[config.mk]
export PLATFORM = sky130hd
export DESIGN_NAME = motoro3_line_monitor_flat
export DESIGN_NICKNAME = d
export VERILOG_FILES = /design/src/rtl/motoro3_pkg.sv /design/src/rtl/motoro3_line_monitor_if.sv /design/src/rtl/motoro3_sync_filter.sv /design/src/rtl/motoro3_line_monitor.sv /design/src/flat_wrapper.sv
export SDC_FILE = /design/constraint.sdc
export NUM_CORES = 1
export LEC_CHECK = 0
export ABC_AREA = 1
export CAP_MARGIN = 20
export CORE_MARGIN = 2
export CORE_UTILIZATION = 40
export CTS_CLUSTER_DIAMETER = 100
export CTS_CLUSTER_SIZE = 24
export DETAILED_ROUTE_END_ITERATION = 7
export DONT_BUFFER_PORTS = 1
export GPL_ROUTABILITY_DRIVEN = 0
export GPL_TIMING_DRIVEN = 0
export PLACE_DENSITY = 0.62
export SYNTH_ARGS = -nofsm -noshare
export SYNTH_HDL_FRONTEND = slang
export SYNTH_HIERARCHICAL = 1
export SYNTH_SLANG_ARGS = --single-unit
[constraint.sdc]
create_clock -name clk -period 1.6 [get_ports clk]
set_input_delay 0.16 -clock clk [delete_from_list [all_inputs] [get_ports clk]]
set_output_delay 0.16 -clock clk [all_outputs]
set_load 0.01 [all_outputs]
[src/rtl/motoro3_pkg.sv]
// Shared types and defaults for the phase-line monitor: FSM states,
// last-conducting-side encoding and the default counter widths.
package motoro3_pkg;

    localparam int CNT_W_DEF = 25;
    localparam int PWM_W_DEF = 16;

    // Zero-crossing detector states
    typedef enum logic [1:0] {
        S_DRIVEN = 2'd0,
        S_BLANK  = 2'd1,
        S_WATCH  = 2'd2,
        S_DONE   = 2'd3
    } state_t;

    // Which gate was last seen conducting on its own
    typedef enum logic [1:0] {
        SIDE_NONE = 2'd0,
        SIDE_HIGH = 2'd1,
        SIDE_LOW  = 2'd2
    } side_t;

    // Update the last-conducting side; overlap (shoot-through) or idle keeps the old value
    function automatic side_t next_side(input logic hp, input logic lp, input side_t prev);
        side_t s;
        if (hp && !lp) begin
            s = SIDE_HIGH;
        end else if (lp && !hp) begin
            s = SIDE_LOW;
        end else begin
            s = prev;
        end
        return s;
    endfunction

endpackage

[src/rtl/motoro3_line_monitor_if.sv]
// Phase-line bundle between a line generator (master) and its monitor (slave).
interface motoro3_line_monitor_if
    import motoro3_pkg::*;
#(
    parameter int CNT_W = CNT_W_DEF,
    parameter int PWM_W = PWM_W_DEF
);
    logic             lmHp;
    logic             lmLp;
    logic             lmEnable;
    logic [3:0]       lmStep;
    logic             lmBemfCmp;
    logic             lmFaultClr;
    logic [PWM_W-1:0] lmPwmHigh;
    logic [PWM_W-1:0] lmPwmPeriod;
    logic             lmPwmValid;
    logic             lmZcPulse;
    logic [CNT_W-1:0] lmZcTime;
    logic             lmZcMiss;
    logic             lmFaultShoot;
    logic             lmFaultDead;

    modport master (
        output lmHp, lmLp, lmEnable, lmStep, lmBemfCmp, lmFaultClr,
        input  lmPwmHigh, lmPwmPeriod, lmPwmValid, lmZcPulse, lmZcTime,
               lmZcMiss, lmFaultShoot, lmFaultDead
    );

    modport slave (
        input  lmHp, lmLp, lmEnable, lmStep, lmBemfCmp, lmFaultClr,
        output lmPwmHigh, lmPwmPeriod, lmPwmValid, lmZcPulse, lmZcTime,
               lmZcMiss, lmFaultShoot, lmFaultDead
    );
endinterface

[src/rtl/motoro3_sync_filter.sv]
// Two-flop synchronizer followed by a run-length filter: the output only
// moves to a new level after FILT_N consecutive synced samples agree on it.
module motoro3_sync_filter
    import motoro3_pkg::*;
#(
    parameter int FILT_N = 3
) (
    input  logic clk,
    input  logic rst,
    input  logic din,
    output logic dout
);
    localparam int FW = (FILT_N > 1) ? $clog2(FILT_N) : 1;

    logic          r_sync1;
    logic          r_sync2;
    logic          r_level;
    logic [FW-1:0] r_run;

    // Synchronize the async input and accept a new level after FILT_N agreeing samples
    always_ff @(posedge clk) begin
        if (rst) begin
            r_sync1 <= 1'b0;
            r_sync2 <= 1'b0;
            r_level <= 1'b0;
            r_run   <= '0;
        end else begin
            r_sync1 <= din;
            r_sync2 <= r_sync1;
            if (r_sync2 != r_level) begin
                if (r_run == FW'(FILT_N - 1)) begin
                    r_level <= r_sync2;
                    r_run   <= '0;
                end else begin
                    r_run <= r_run + FW'(1);
                end
            end else begin
                r_run <= '0;
            end
        end
    end

    assign dout = r_level;

endmodule

[src/rtl/motoro3_line_monitor.sv]
// Far-side monitor for one motor phase: PWM high/period measurement,
// shoot-through and dead-time fault flags, and back-EMF zero-crossing
// detection timestamped from the last commutation step change.
module motoro3_line_monitor
    import motoro3_pkg::*;
#(
    parameter int CNT_W     = CNT_W_DEF,
    parameter int PWM_W     = PWM_W_DEF,
    parameter int DEAD_MIN  = 5,
    parameter int BLANK_CYC = 20,
    parameter int FILT_N    = 3
) (
    input  logic clk,
    input  logic rst,
    motoro3_line_monitor_if.slave lm_bus
);
    localparam int DW = $clog2(DEAD_MIN + 1);

    // Registered copies of the line inputs plus one more stage for edge detection
    logic             r_hp;
    logic             r_lp;
    logic             r_en;
    logic [3:0]       r_step;
    logic             r_hp_d;
    logic             r_lp_d;
    logic [3:0]       r_step_d;

    // Dead-time tracking and sticky faults
    logic [DW-1:0]    r_dead_cnt;
    side_t            r_last;
    logic             r_fault_shoot;
    logic             r_fault_dead;

    // PWM measurement
    logic [PWM_W-1:0] r_hi_cnt;
    logic [PWM_W-1:0] r_per_cnt;
    logic [PWM_W-1:0] r_pwm_high;
    logic [PWM_W-1:0] r_pwm_period;
    logic             r_pwm_valid;
    logic             r_seen_rise;

    // Step timer and zero-crossing FSM
    logic [CNT_W-1:0] r_step_cnt;
    state_t           r_state;
    logic             r_ref;
    logic             r_zc_pulse;
    logic [CNT_W-1:0] r_zc_time;
    logic             r_zc_miss;

    logic             w_bf;
    logic             w_hp_rise;
    logic             w_lp_rise;
    logic             w_step_chg;
    logic             w_shoot;
    logic             w_dead_short;
    logic             w_dead_viol;

    motoro3_sync_filter #(
        .FILT_N (FILT_N)
    ) u_bemf_filt (
        .clk  (clk),
        .rst  (rst),
        .din  (lm_bus.lmBemfCmp),
        .dout (w_bf)
    );

    assign w_hp_rise    = r_hp & ~r_hp_d;
    assign w_lp_rise    = r_lp & ~r_lp_d;
    assign w_step_chg   = (r_step != r_step_d);
    assign w_shoot      = r_hp & r_lp;
    assign w_dead_short = (r_dead_cnt < DW'(DEAD_MIN));
    // Only an opposite-side hand-over is checked; same-side PWM re-rises are free
    assign w_dead_viol  = w_dead_short &&
                          ((w_lp_rise && (r_last == SIDE_HIGH)) ||
                           (w_hp_rise && (r_last == SIDE_LOW)));

    // Register the gate/enable/step inputs and keep a delayed copy for edges
    always_ff @(posedge clk) begin
        if (rst) begin
            r_hp     <= 1'b0;
            r_lp     <= 1'b0;
            r_en     <= 1'b0;
            r_step   <= 4'd0;
            r_hp_d   <= 1'b0;
            r_lp_d   <= 1'b0;
            r_step_d <= 4'd0;
        end else begin
            r_hp     <= lm_bus.lmHp;
            r_lp     <= lm_bus.lmLp;
            r_en     <= lm_bus.lmEnable;
            r_step   <= lm_bus.lmStep;
            r_hp_d   <= r_hp;
            r_lp_d   <= r_lp;
            r_step_d <= r_step;
        end
    end

    // Count idle (both gates off) cycles and remember which side conducted last
    always_ff @(posedge clk) begin
        if (rst) begin
            r_dead_cnt <= '0;
            r_last     <= SIDE_NONE;
        end else begin
            if (!r_hp && !r_lp) begin
                if (w_dead_short) begin
                    r_dead_cnt <= r_dead_cnt + DW'(1);
                end else begin
                    r_dead_cnt <= r_dead_cnt;
                end
            end else begin
                r_dead_cnt <= '0;
            end
            r_last <= next_side(r_hp, r_lp, r_last);
        end
    end

    // Sticky fault flags; a fault in the same cycle as the clear keeps the flag set
    always_ff @(posedge clk) begin
        if (rst) begin
            r_fault_shoot <= 1'b0;
            r_fault_dead  <= 1'b0;
        end else begin
            if (w_shoot) begin
                r_fault_shoot <= 1'b1;
            end else if (lm_bus.lmFaultClr) begin
                r_fault_shoot <= 1'b0;
            end else begin
                r_fault_shoot <= r_fault_shoot;
            end
            if (w_dead_viol) begin
                r_fault_dead <= 1'b1;
            end else if (lm_bus.lmFaultClr) begin
                r_fault_dead <= 1'b0;
            end else begin
                r_fault_dead <= r_fault_dead;
            end
        end
    end

    // Measure Hp high time and rise-to-rise period, latching both on each rise
    always_ff @(posedge clk) begin
        if (rst) begin
            r_hi_cnt     <= '0;
            r_per_cnt    <= '0;
            r_pwm_high   <= '0;
            r_pwm_period <= '0;
            r_pwm_valid  <= 1'b0;
            r_seen_rise  <= 1'b0;
        end else if (w_hp_rise) begin
            r_pwm_high   <= r_hi_cnt;
            r_pwm_period <= r_per_cnt;
            r_pwm_valid  <= r_seen_rise;
            r_seen_rise  <= 1'b1;
            r_hi_cnt     <= PWM_W'(1);
            r_per_cnt    <= PWM_W'(1);
        end else begin
            r_pwm_valid <= 1'b0;
            if (!(&r_per_cnt)) begin
                r_per_cnt <= r_per_cnt + PWM_W'(1);
            end else begin
                r_per_cnt <= r_per_cnt;
            end
            if (r_hp && !(&r_hi_cnt)) begin
                r_hi_cnt <= r_hi_cnt + PWM_W'(1);
            end else begin
                r_hi_cnt <= r_hi_cnt;
            end
        end
    end

    // Cycles since the last registered step change, saturating
    always_ff @(posedge clk) begin
        if (rst) begin
            r_step_cnt <= '0;
        end else if (w_step_chg) begin
            r_step_cnt <= '0;
        end else if (!(&r_step_cnt)) begin
            r_step_cnt <= r_step_cnt + CNT_W'(1);
        end else begin
            r_step_cnt <= r_step_cnt;
        end
    end

    // Zero-crossing FSM: blank after a floating step change, then watch bf for a change
    always_ff @(posedge clk) begin
        if (rst) begin
            r_state    <= S_DRIVEN;
            r_ref      <= 1'b0;
            r_zc_pulse <= 1'b0;
            r_zc_time  <= '0;
            r_zc_miss  <= 1'b0;
        end else begin
            r_zc_pulse <= 1'b0;
            r_zc_miss  <= 1'b0;
            if (w_step_chg) begin
                // Step change outranks a crossing seen in the same cycle
                r_state <= r_en ? S_DRIVEN : S_BLANK;
                if ((r_state == S_BLANK) || (r_state == S_WATCH)) begin
                    r_zc_miss <= 1'b1;
                end
            end else begin
                case (r_state)
                    S_DRIVEN: begin
                        r_state <= S_DRIVEN;
                    end
                    S_BLANK: begin
                        if (r_en) begin
                            r_state <= S_DRIVEN;
                        end else if (r_step_cnt == CNT_W'(BLANK_CYC - 1)) begin
                            r_ref   <= w_bf;
                            r_state <= S_WATCH;
                        end else begin
                            r_state <= S_BLANK;
                        end
                    end
                    S_WATCH: begin
                        if (r_en) begin
                            r_state <= S_DRIVEN;
                        end else if (w_bf != r_ref) begin
                            r_zc_pulse <= 1'b1;
                            r_zc_time  <= r_step_cnt;
                            r_state    <= S_DONE;
                        end else begin
                            r_state <= S_WATCH;
                        end
                    end
                    S_DONE: begin
                        r_state <= S_DONE;
                    end
                    default: begin
                        r_state <= S_DRIVEN;
                    end
                endcase
            end
        end
    end

    assign lm_bus.lmPwmHigh    = r_pwm_high;
    assign lm_bus.lmPwmPeriod  = r_pwm_period;
    assign lm_bus.lmPwmValid   = r_pwm_valid;
    assign lm_bus.lmZcPulse    = r_zc_pulse;
    assign lm_bus.lmZcTime     = r_zc_time;
    assign lm_bus.lmZcMiss     = r_zc_miss;
    assign lm_bus.lmFaultShoot = r_fault_shoot;
    assign lm_bus.lmFaultDead  = r_fault_dead;

endmodule
[src/flat_wrapper.sv]
// flat-port wrapper written by rule: the top's interface ports become plain ports
module motoro3_line_monitor_flat import motoro3_pkg::*;
#(
    parameter int CNT_W     = CNT_W_DEF,
    parameter int PWM_W     = PWM_W_DEF,
    parameter int DEAD_MIN  = 5,
    parameter int BLANK_CYC = 20,
    parameter int FILT_N    = 3
)
  (clk, rst, lm_bus_lmHp, lm_bus_lmLp, lm_bus_lmEnable, lm_bus_lmStep, lm_bus_lmBemfCmp, lm_bus_lmFaultClr, lm_bus_lmPwmHigh, lm_bus_lmPwmPeriod, lm_bus_lmPwmValid, lm_bus_lmZcPulse, lm_bus_lmZcTime, lm_bus_lmZcMiss, lm_bus_lmFaultShoot, lm_bus_lmFaultDead);
  motoro3_line_monitor_if #(.CNT_W(CNT_W), .PWM_W(PWM_W)) lm_bus_i ();
  input  logic clk;
  input  logic rst;
  input wire logic [$bits(lm_bus_i.lmHp)-1:0] lm_bus_lmHp;
  input wire logic [$bits(lm_bus_i.lmLp)-1:0] lm_bus_lmLp;
  input wire logic [$bits(lm_bus_i.lmEnable)-1:0] lm_bus_lmEnable;
  input wire logic [$bits(lm_bus_i.lmStep)-1:0] lm_bus_lmStep;
  input wire logic [$bits(lm_bus_i.lmBemfCmp)-1:0] lm_bus_lmBemfCmp;
  input wire logic [$bits(lm_bus_i.lmFaultClr)-1:0] lm_bus_lmFaultClr;
  output wire logic [$bits(lm_bus_i.lmPwmHigh)-1:0] lm_bus_lmPwmHigh;
  output wire logic [$bits(lm_bus_i.lmPwmPeriod)-1:0] lm_bus_lmPwmPeriod;
  output wire logic [$bits(lm_bus_i.lmPwmValid)-1:0] lm_bus_lmPwmValid;
  output wire logic [$bits(lm_bus_i.lmZcPulse)-1:0] lm_bus_lmZcPulse;
  output wire logic [$bits(lm_bus_i.lmZcTime)-1:0] lm_bus_lmZcTime;
  output wire logic [$bits(lm_bus_i.lmZcMiss)-1:0] lm_bus_lmZcMiss;
  output wire logic [$bits(lm_bus_i.lmFaultShoot)-1:0] lm_bus_lmFaultShoot;
  output wire logic [$bits(lm_bus_i.lmFaultDead)-1:0] lm_bus_lmFaultDead;
  assign lm_bus_i.lmHp = lm_bus_lmHp;
  assign lm_bus_i.lmLp = lm_bus_lmLp;
  assign lm_bus_i.lmEnable = lm_bus_lmEnable;
  assign lm_bus_i.lmStep = lm_bus_lmStep;
  assign lm_bus_i.lmBemfCmp = lm_bus_lmBemfCmp;
  assign lm_bus_i.lmFaultClr = lm_bus_lmFaultClr;
  assign lm_bus_lmPwmHigh = lm_bus_i.lmPwmHigh;
  assign lm_bus_lmPwmPeriod = lm_bus_i.lmPwmPeriod;
  assign lm_bus_lmPwmValid = lm_bus_i.lmPwmValid;
  assign lm_bus_lmZcPulse = lm_bus_i.lmZcPulse;
  assign lm_bus_lmZcTime = lm_bus_i.lmZcTime;
  assign lm_bus_lmZcMiss = lm_bus_i.lmZcMiss;
  assign lm_bus_lmFaultShoot = lm_bus_i.lmFaultShoot;
  assign lm_bus_lmFaultDead = lm_bus_i.lmFaultDead;
  motoro3_line_monitor #(.CNT_W(CNT_W), .PWM_W(PWM_W), .DEAD_MIN(DEAD_MIN), .BLANK_CYC(BLANK_CYC), .FILT_N(FILT_N)) u_core (.clk(clk), .rst(rst), .lm_bus(lm_bus_i));
endmodule
Word-level counts from Yosys, hierarchy flattened

Cells that the tools add are included.

Bits in registers: 146
Logic and storage cells: 107

Add/subtract/negate cells: 5
Order comparisons: 1
Equal/unequal tests: 11
Multiplexer cells: 18
Bitwise operators: 11
Reduce and logical (&&, ||, !) cells: 31

Operators with widths:

| cell                                                                    | number |
|---|---|
| 16-bit by 1-bit adder with 16-bit output (second input constant)        | 2 |
| 16-bit AND reduction                                                    | 2 |
| 25-bit by 1-bit adder with 25-bit output (second input constant)        | 1 |
| 25-bit by 5-bit equality test with 1-bit output (second input constant) | 1 |
| 25-bit AND reduction                                                    | 1 |
| 1-bit 2-to-1 mux                                                        | 13 |
| 2-bit OR reduction                                                      | 6 |
| 2-bit equality test (second input constant)                             | 4 |
| 2-bit 2-to-1 mux                                                        | 4 |
| 1-bit inverter                                                          | 8 |
| 2-bit one-hot mux with 4 select lines                                   | 1 |
| 4-bit AND reduction                                                     | 2 |
| 2-bit nonzero test                                                      | 4 |
| 1-bit logical AND                                                       | 7 |
| 2-bit by 1-bit equality test with 1-bit output (second input constant)  | 2 |
| 4-bit inequality test                                                   | 1 |
| 4-bit OR reduction                                                      | 1 |
| 3-bit by 1-bit adder with 3-bit output (second input constant)          | 1 |
| 1-bit bitwise AND                                                       | 3 |
| 1-bit logical NOT                                                       | 3 |
| 3-bit < comparator (second input constant)                              | 1 |
| 3-bit OR reduction                                                      | 1 |
| 2-bit by 1-bit adder with 2-bit output (second input constant)          | 1 |
| 2-bit logical NOT                                                       | 1 |
| 4 further kinds                                                         | 6 |

Logic depth before layout (Yosys ltp)

Gate-level depths: netlist of the first run.

Depth after elaboration: 6
Mapped depth: 10
Mapped depth without buffers: 9

Modules after synthesis

Netlist of the first run, hierarchy kept.

Modules (own cells, without submodules):

| module               | times used | cells each | area an instance (um^2) |
|---|---|---|---|
| motoro3_line_monitor | 1          | 882        | 6331.1 |
| motoro3_sync_filter  | 1          | 23         | 186.4 |

Worst setup path after synthesis of the first run

No wires, ideal clock.

Path type: reg-to-reg
From: register u_core.r_hi_cnt[0]
To: register u_core.r_hi_cnt[11]
Library setup time: 0.117 ns
Arrival: 1.452 ns
Slack: 0.032 ns
Cell stages (with the launch flop): 10
Buffers on the path: 1
Clock period less this slack: 1.568 ns
Cells stage by stage: dfxtp_1 > ha_1 > nand3_1 > nor3_4 > nand2_1 > nand2_1 > nand2_2 > buf_2 > nand2_1 > a21oi_2

Cells in the longest elaborated chain, start to end: 3
Elaborated cells on any way between the ends: 4

Ends and longest elaborated chain:

| what                                                                             | line                        | source |
|---|---|---|
| from (decl)                                                                      | motoro3_line_monitor.sv:35  | `logic [PWM_W-1:0] r_hi_cnt;` |
| from (signal assigned)                                                           | motoro3_line_monitor.sv:164 | `r_hi_cnt <= r_hi_cnt + PWM_W'(1);` |
| from (signal assigned)                                                           | motoro3_line_monitor.sv:166 | `r_hi_cnt <= r_hi_cnt;` |
| branches (longest 3 deep; another with 16-bit by 1-bit adder with 16-bit output) | n/a                         |  |

Parallel ways; which one is timed is not known.
A chain may end at the register's enable or synchronous reset.

Worst setup path in the final report of the first run

From: register u_core.r_step_cnt[1]
To: register u_core.r_step_cnt[0]

Cells in the longest elaborated chain, start to end: 1

Ends and longest elaborated chain:

| what                   | line                        | source |
|---|---|---|
| from (decl)            | motoro3_line_monitor.sv:43  | `logic [CNT_W-1:0] r_step_cnt;` |
| from (signal assigned) | motoro3_line_monitor.sv:178 | `r_step_cnt <= r_step_cnt + CNT_W'(1);` |
| from (signal assigned) | motoro3_line_monitor.sv:180 | `r_step_cnt <= r_step_cnt;` |
| 25-bit AND reduction   | motoro3_line_monitor.sv:177 | `end else if (!(&r_step_cnt)) begin` |

No other way between the ends.

==> impl_metrics.ini, run 1 <==
[layout]
stdcell_count = 1181
layout_commonest_cell = nand2_1
drive_gt1_share_pct = 16.9
nets = 976
diodes = 0
area_growth_pct = 21.1
fin_area_sq_um = 7890
final_util_pct = 49.7
mostFrequentLayoutCells = nand2_1 (229), dfxtp_1 (123), nor2_1 (111)

[global_route]
grt_pass1_vias = 5333
antenna_found_initial = 0
grt_use_total_pct = 18.8
grt_overflow = 0
grt_max_degree = 17
grt_pass1_wl_mm = 26.4

[min_path]
hp-start = rst
hold_end = u_core/lm_bus.lmZcTime[23]
hold_path_depth = 2
min_path_type = in2reg

[logic_synthesis]
synthTopCellsByArea = dfxtp_1 (45%), nand2_1 (13%), nor2_1 (7.1%), inv_1 (5.6%), nand3_1 (5.1%)
synthDistinctLibCells = 38
yosysTopAreaCell = dfxtp_1
synth_area_sq_um = 6520
synth_cells = 905
synth.avg_cell_area_sq_um = 7.20
ys_ff_latch = 146
synth_top_area_share_pct = 44.8
yosys_warnings = 6
async_flop_share_pct = 0
synth_ff_type = dfxtp_1
synth_enable_flop_cells = 0
ys_seq_area_share_pct = 44.8
syn-num-nets = 929

[setup_path]
r2r_cells = 9
cp_max_fo = 10
setup.worst_path.start_class = register
path_cells = ha_4, nand3_4, inv_2, nand4_1, inv_2, nand2_2, buf_4, nand2_1, a21oi_1
r2r_end = u_core/r_step_cnt[0]
critPathRequiredTime_ps = 1900
regToRegSetupSlack_ps = 100
critPathArrivalTime_ps = 1800
end_kind = register
max_stage_delay_ps = 390
crit_start = u_core/r_step_cnt[1]
path_class = reg2reg
worstReg2RegStart = u_core/r_step_cnt[1]
crit_slowest_cell = dfxtp_4
cp_common_cell = inv_2

[outcome]
status = completed

[power_and_ir_drop]
p_leak_nw = 3.04
p_per_area_nw_per_um2 = 1010
vdd_drop_max_mv = 0.894

[sta]
skew_ps = 11.7
tightest_slew_ps = 529
relSlewSlack_pct = 64.7
rsz0062_at_grt = yes
worst_hold_slack_ps = 71.3
setup_ws_ps = 98.1
maxSlewViolCount = 0
fin_crit_sh_pct = 93.9
finalSetupViolCount = 0
max_freq_mhz = 666
period_minus_slack_ps = 1500
hold_viol_final = 0

[cts]
numCtsBuffers = 17
clockBufferDepth = 2
cts-root-buf = clkbuf_16
cts.clk_slew.worst_paths_ps = 60
clock-sinks = 146
clock_latency_ps = 420
htreeDepth = 4
cts_tree = yes

[detailed_routing]
wl_per_cell_um = 13.4
num_vias = 5679
ant_nets = 0
avgViaCountPerCell = 4.81
drcViolationCount = 0
wl_mm = 15.8
drt-initial-drc-count = 344
first_pass_iters = 5

[floorplan]
core_sq_um = 15900
die_w_um = 132
num_rows = 46
num_io_pins = 73
dieArea_sq_um = 17300
start_util_pct = 41.0
die_h_um = 132

[place]
io_buffers = 0
place_ws_ps = -347
post-dp-hpwl_mm = 11.2
placed_cells = 1121
placed_area_sq_um = 6790

[flow_run]
max_cap_violations = 0
==> critical path, delay by kind of cell, from the launching register on <==
kind,cells,cell delay (ps)
flops,1,390
simple gates,4,380
buf+inv,3,370
fa+ha+maj,1,190
compound gates,1,60
==> layout make-up <==
cell class	instances	area, sq um
clock buffer	18	429
fill	1614	8000
inverter	102	385
tap	216	270
multi-input combinational	627	3240
sequential	146	2970
timing repair buffer	27	231
buffer	31	214
clock inverter	14	153
==> stage by stage <==
| step | setup TNS [ps] | total power, mW |
|---|---|---|
| final | 0 | 7.99 |
| after global routing | -58.4 | 8.29 |
| after detailed placement | -20520 | 4.13 |
| after CTS | 0 | 8.08 |
| after floorplan | 0 | 4.03 |
| after global placement | -18320 | 4.12 |
==> flip-flops by register name, indices dropped and copies added (netlist names), 3 cells and up <==
register	flops
u_core/lm_bus.lmZcTime	25
u_core/r_step_cnt	25
u_core/lm_bus.lmPwmHigh	16
u_core/lm_bus.lmPwmPeriod	16
u_core/r_hi_cnt	16
u_core/r_per_cnt	16
u_core/r_step	4
u_core/r_step_d	4
u_core/r_dead_cnt	3
==> worst max-delay path by stage <==
| stage | slack, ps | depth (start not counted) | end |
|---|---|---|---|
| 3_5_place_dp | -350 | 8 | u_core/r_per_cnt[0] |
| 3_3_place_gp | -330 | 9 | u_core/r_step_cnt[0] |
| 2_1_floorplan | 30 | 9 | u_core/r_hi_cnt[11] |
| 4_1_cts | 1 | 8 | u_core/r_per_cnt[0] |
| 6_report | 100 | 9 | u_core/r_step_cnt[0] |
| 5_1_grt | -20 | 10 | u_core/r_step_cnt[10] |
==> synth_stat cells, types with 2 or more instances <==
library cell,instances
buf_1,3
inv_1,98
nor2_1,123
nor2_2,5
clkbuf_1,5
a21oi_2,10
or2_2,2
ha_1,13
buf_2,18
nand2_2,5
nor3_2,2
inv_2,4
dfxtp_1,146
or2_1,2
nand3b_1,8
buf_4,2
nand2_1,234
xor2_1,16
nand4_1,13
nand3_1,66
xnor2_1,8
o21ai_1,6
a21oi_1,43
a31oi_1,9
nand3_2,4
nor3_1,11
o21ai_0,38
==> power by group <==
group / switching [mW] / internal [mW]
logic: 0.240 / 0.134
clock network: 1.57 / 2.31
registers: 0.0489 / 3.68
total: 1.86 / 6.13
==> cell families after synthesis <==
kind of cell	synth area share [%]
DFF	44.8
and+or+nand+nor	31.6
buffers and inverters	8.50
adders and majority gates	2.50
xor gates and xnor gates	3.23
AOI/OAI and AO/OA	9.35
==> per-layer routing <==
metal / vias up / track usage, % / part of all wire, %
met4: 0 / 6.16 / 1.3
met1: 2585 / 23.5 / 45
met2: 107 / 31.6 / 49
met5: - / 0 / 0
met3: 16 / 4.67 / 4.5
li1: 2971 / - / -
==> what timing repair did <==
action | CTS | global route
pin swaps | 2 | 8
gates cloned | 1 | 1
endpoints found under the hold margin | 14 | 0
resized for setup | 37 | 69
setup buffers | 8 | 8
hold buffers | 10 | 0
endpoints found under the setup margin | 111 | 84
Note: power is estimated with default switching activity, not from simulation.
==> inputs of run 2 (changes only) <==
--- a/config.mk
+++ b/config.mk
@@ -15,7 +15,7 @@
 export DONT_BUFFER_PORTS = 1
 export GPL_ROUTABILITY_DRIVEN = 0
 export GPL_TIMING_DRIVEN = 0
-export PLACE_DENSITY = 0.62
+export PLACE_DENSITY = 0.6
 export SYNTH_ARGS = -nofsm -noshare
 export SYNTH_HDL_FRONTEND = slang
 export SYNTH_HIERARCHICAL = 1
==> constraint.sdc (replaced) <==
create_clock -name clk -period 1.9 [get_ports clk]
set_input_delay 0.19 -clock clk [delete_from_list [all_inputs] [get_ports clk]]
set_output_delay 0.19 -clock clk [all_outputs]
set_load 0.01 [all_outputs]
==> impl_metrics.ini, run 2 (same netlist as run 1, synthesis figures left out) <==
[setup_path]
r2r_cells = 8
critPathArrivalTime_ps = 2060
cp_max_fo = 10
path_class = reg2reg
r2r_end = u_core/r_hi_cnt[7]
setup.worst_path.start_class = register
critPathRequiredTime_ps = 2250
regToRegSetupSlack_ps = 190
worstReg2RegStart = u_core/r_hi_cnt[0]
end_kind = register

[cts]
cts.clk_slew.worst_paths_ps = 60
cts-root-buf = clkbuf_16
clock_latency_ps = 420
cts_tree = yes
htreeDepth = 4
clock-sinks = 146
clockBufferDepth = 2
numCtsBuffers = 17

[place]
placed_cells = 1121
io_buffers = 0
placed_area_sq_um = 6790
post-dp-hpwl_mm = 11.1

[sta]
hold_viol_final = 0
maxSlewViolCount = 0
rsz0062_at_grt = no
period_minus_slack_ps = 1710
tightest_slew_ps = 551
skew_ps = 11.6
finalSetupViolCount = 0
fin_crit_sh_pct = 90.2
max_freq_mhz = 583
relSlewSlack_pct = 63.2

[floorplan]
start_util_pct = 41.0
dieArea_sq_um = 17300
num_rows = 46
core_sq_um = 15900
num_io_pins = 73
die_w_um = 132
die_h_um = 132

[layout]
layout_commonest_cell = nand2_1
final_util_pct = 47.5
diodes = 0
mostFrequentLayoutCells = nand2_1 (233), dfxtp_1 (140), nor2_1 (120)
nFillCells = 1654
fin_area_sq_um = 7550
nets = 959
stdcell_count = 1164
drive_gt1_share_pct = 11.1
area_growth_pct = 15.9

[detailed_routing]
first_pass_iters = 5
wirelength_met1_mm = 7.03
drt-initial-drc-count = 246
top_layer = met4
drcViolationCount = 0
ant_nets = 0
num_vias = 5494
wl_mm = 15.4
wl_per_cell_um = 13.2
routed-wl-met2_mm = 7.50
avgViaCountPerCell = 4.72
wl_met3_um = 794

[power_and_ir_drop]
p_int_mw = 5.24
p_per_area_nw_per_um2 = 896
vdd_drop_max_mv = 0.592
combPwrFrac_pct = 4.1
power_frac_seq_pct = 46.6
power_switching_mw = 1.52
power_frac_clock_pct = 49.3
p_leak_nw = 2.89
p_sw_share_pct = 22.5

[min_path]
hold_end = u_core/lm_bus.lmZcTime[22]
hp-start = rst
min_path_type = in2reg
hold_path_depth = 2

[global_route]
grt_pass1_wl_mm = 26.0
grt_max_degree = 17
antenna_found_initial = 0
grt_overflow = 0
grt_pass1_vias = 5327
grt_use_total_pct = 18.5

[outcome]
status = completed

[flow_run]
max_cap_violations = 0
-- run 2: cell count changes in the layout (fill, tap and decap cells not counted), sizes merged --
cell      change
buf          -16
clkinv        -4
clkbuf        +3
clkinvlp      +3
inv           -2
nand3         -1
-- run 2: worst max-delay path by stage --
stage / start / end / slack (ps) / cells after the start
after floorplan: u_core/r_hi_cnt[0] / u_core/r_hi_cnt[11] / 330 / 9
after global placement: u_core/r_step_cnt[0] / u_core/r_step_cnt[0] / -70 / 9
after detailed placement: u_core/r_step_cnt[0] / u_core/r_step_cnt[0] / -70 / 9
after CTS: u_core/r_per_cnt[0] / u_core/r_per_cnt[0] / 20 / 8
after global routing: u_core/r_hi_cnt[0] / u_core/r_hi_cnt[1] / 30 / 8
final: u_core/r_hi_cnt[0] / u_core/r_hi_cnt[7] / 190 / 8
-- run 2: stage by stage --
stage	hold slack (ps)	total power [mW]	setup slack (ps)	TNS [ps]
after CTS	96.3	6.85	15.8	0
after floorplan	261	3.39	332	0
after global placement	264	3.47	-66.4	-348
after detailed placement	265	3.48	-65.7	-398
after global routing	122	7.04	26.8	0
final	107	6.76	186	0
-- run 2: routing by layer --
metal,vias to the layer above,GRT usage [%]
met1,2461,22.3
li1,2930,-
met2,99,32.0
met4,0,5.56
met5,-,0
met3,4,5.29
-- run 2: worst max-delay path, stage by stage, from the launching register on --
cell     delay (ps)
dfxtp_2         370
ha_2            210
nand3_1         160
nor3_4          290
nand3_2         140
nand2_4         120
buf_12          130
nand2_1          70
a21oi_2         150
-- run 2: power by group through the flow --
stage	Clock [mW]	Sequential [mW]	Combinational, mW
after floorplan	0	3.20	0.188
after global placement	0	3.22	0.258
after detailed placement	0	3.22	0.260
after CTS	3.42	3.15	0.279
after global routing	3.57	3.16	0.316
final	3.33	3.15	0.276
-- run 2: final cells by class --
cell class	instances	area, sq um	share of cell area (%)
multi-input combinational	626	3080	40.8
tap	216	270	3.58
buffer	30	170	2.25
timing repair buffer	12	115	1.52
clock buffer	21	470	6.23
inverter	102	383	5.07
clock inverter	11	126	1.67
sequential	146	2930	38.8
-- run 2: what timing repair did --
action | CTS | global route
endpoints found under the setup margin | 25 | 69
pin swaps | 0 | 1
endpoints found under the hold margin | 14 | 0
hold buffers | 10 | 0
setup buffers | 0 | 2
gates resized for setup | 4 | 18
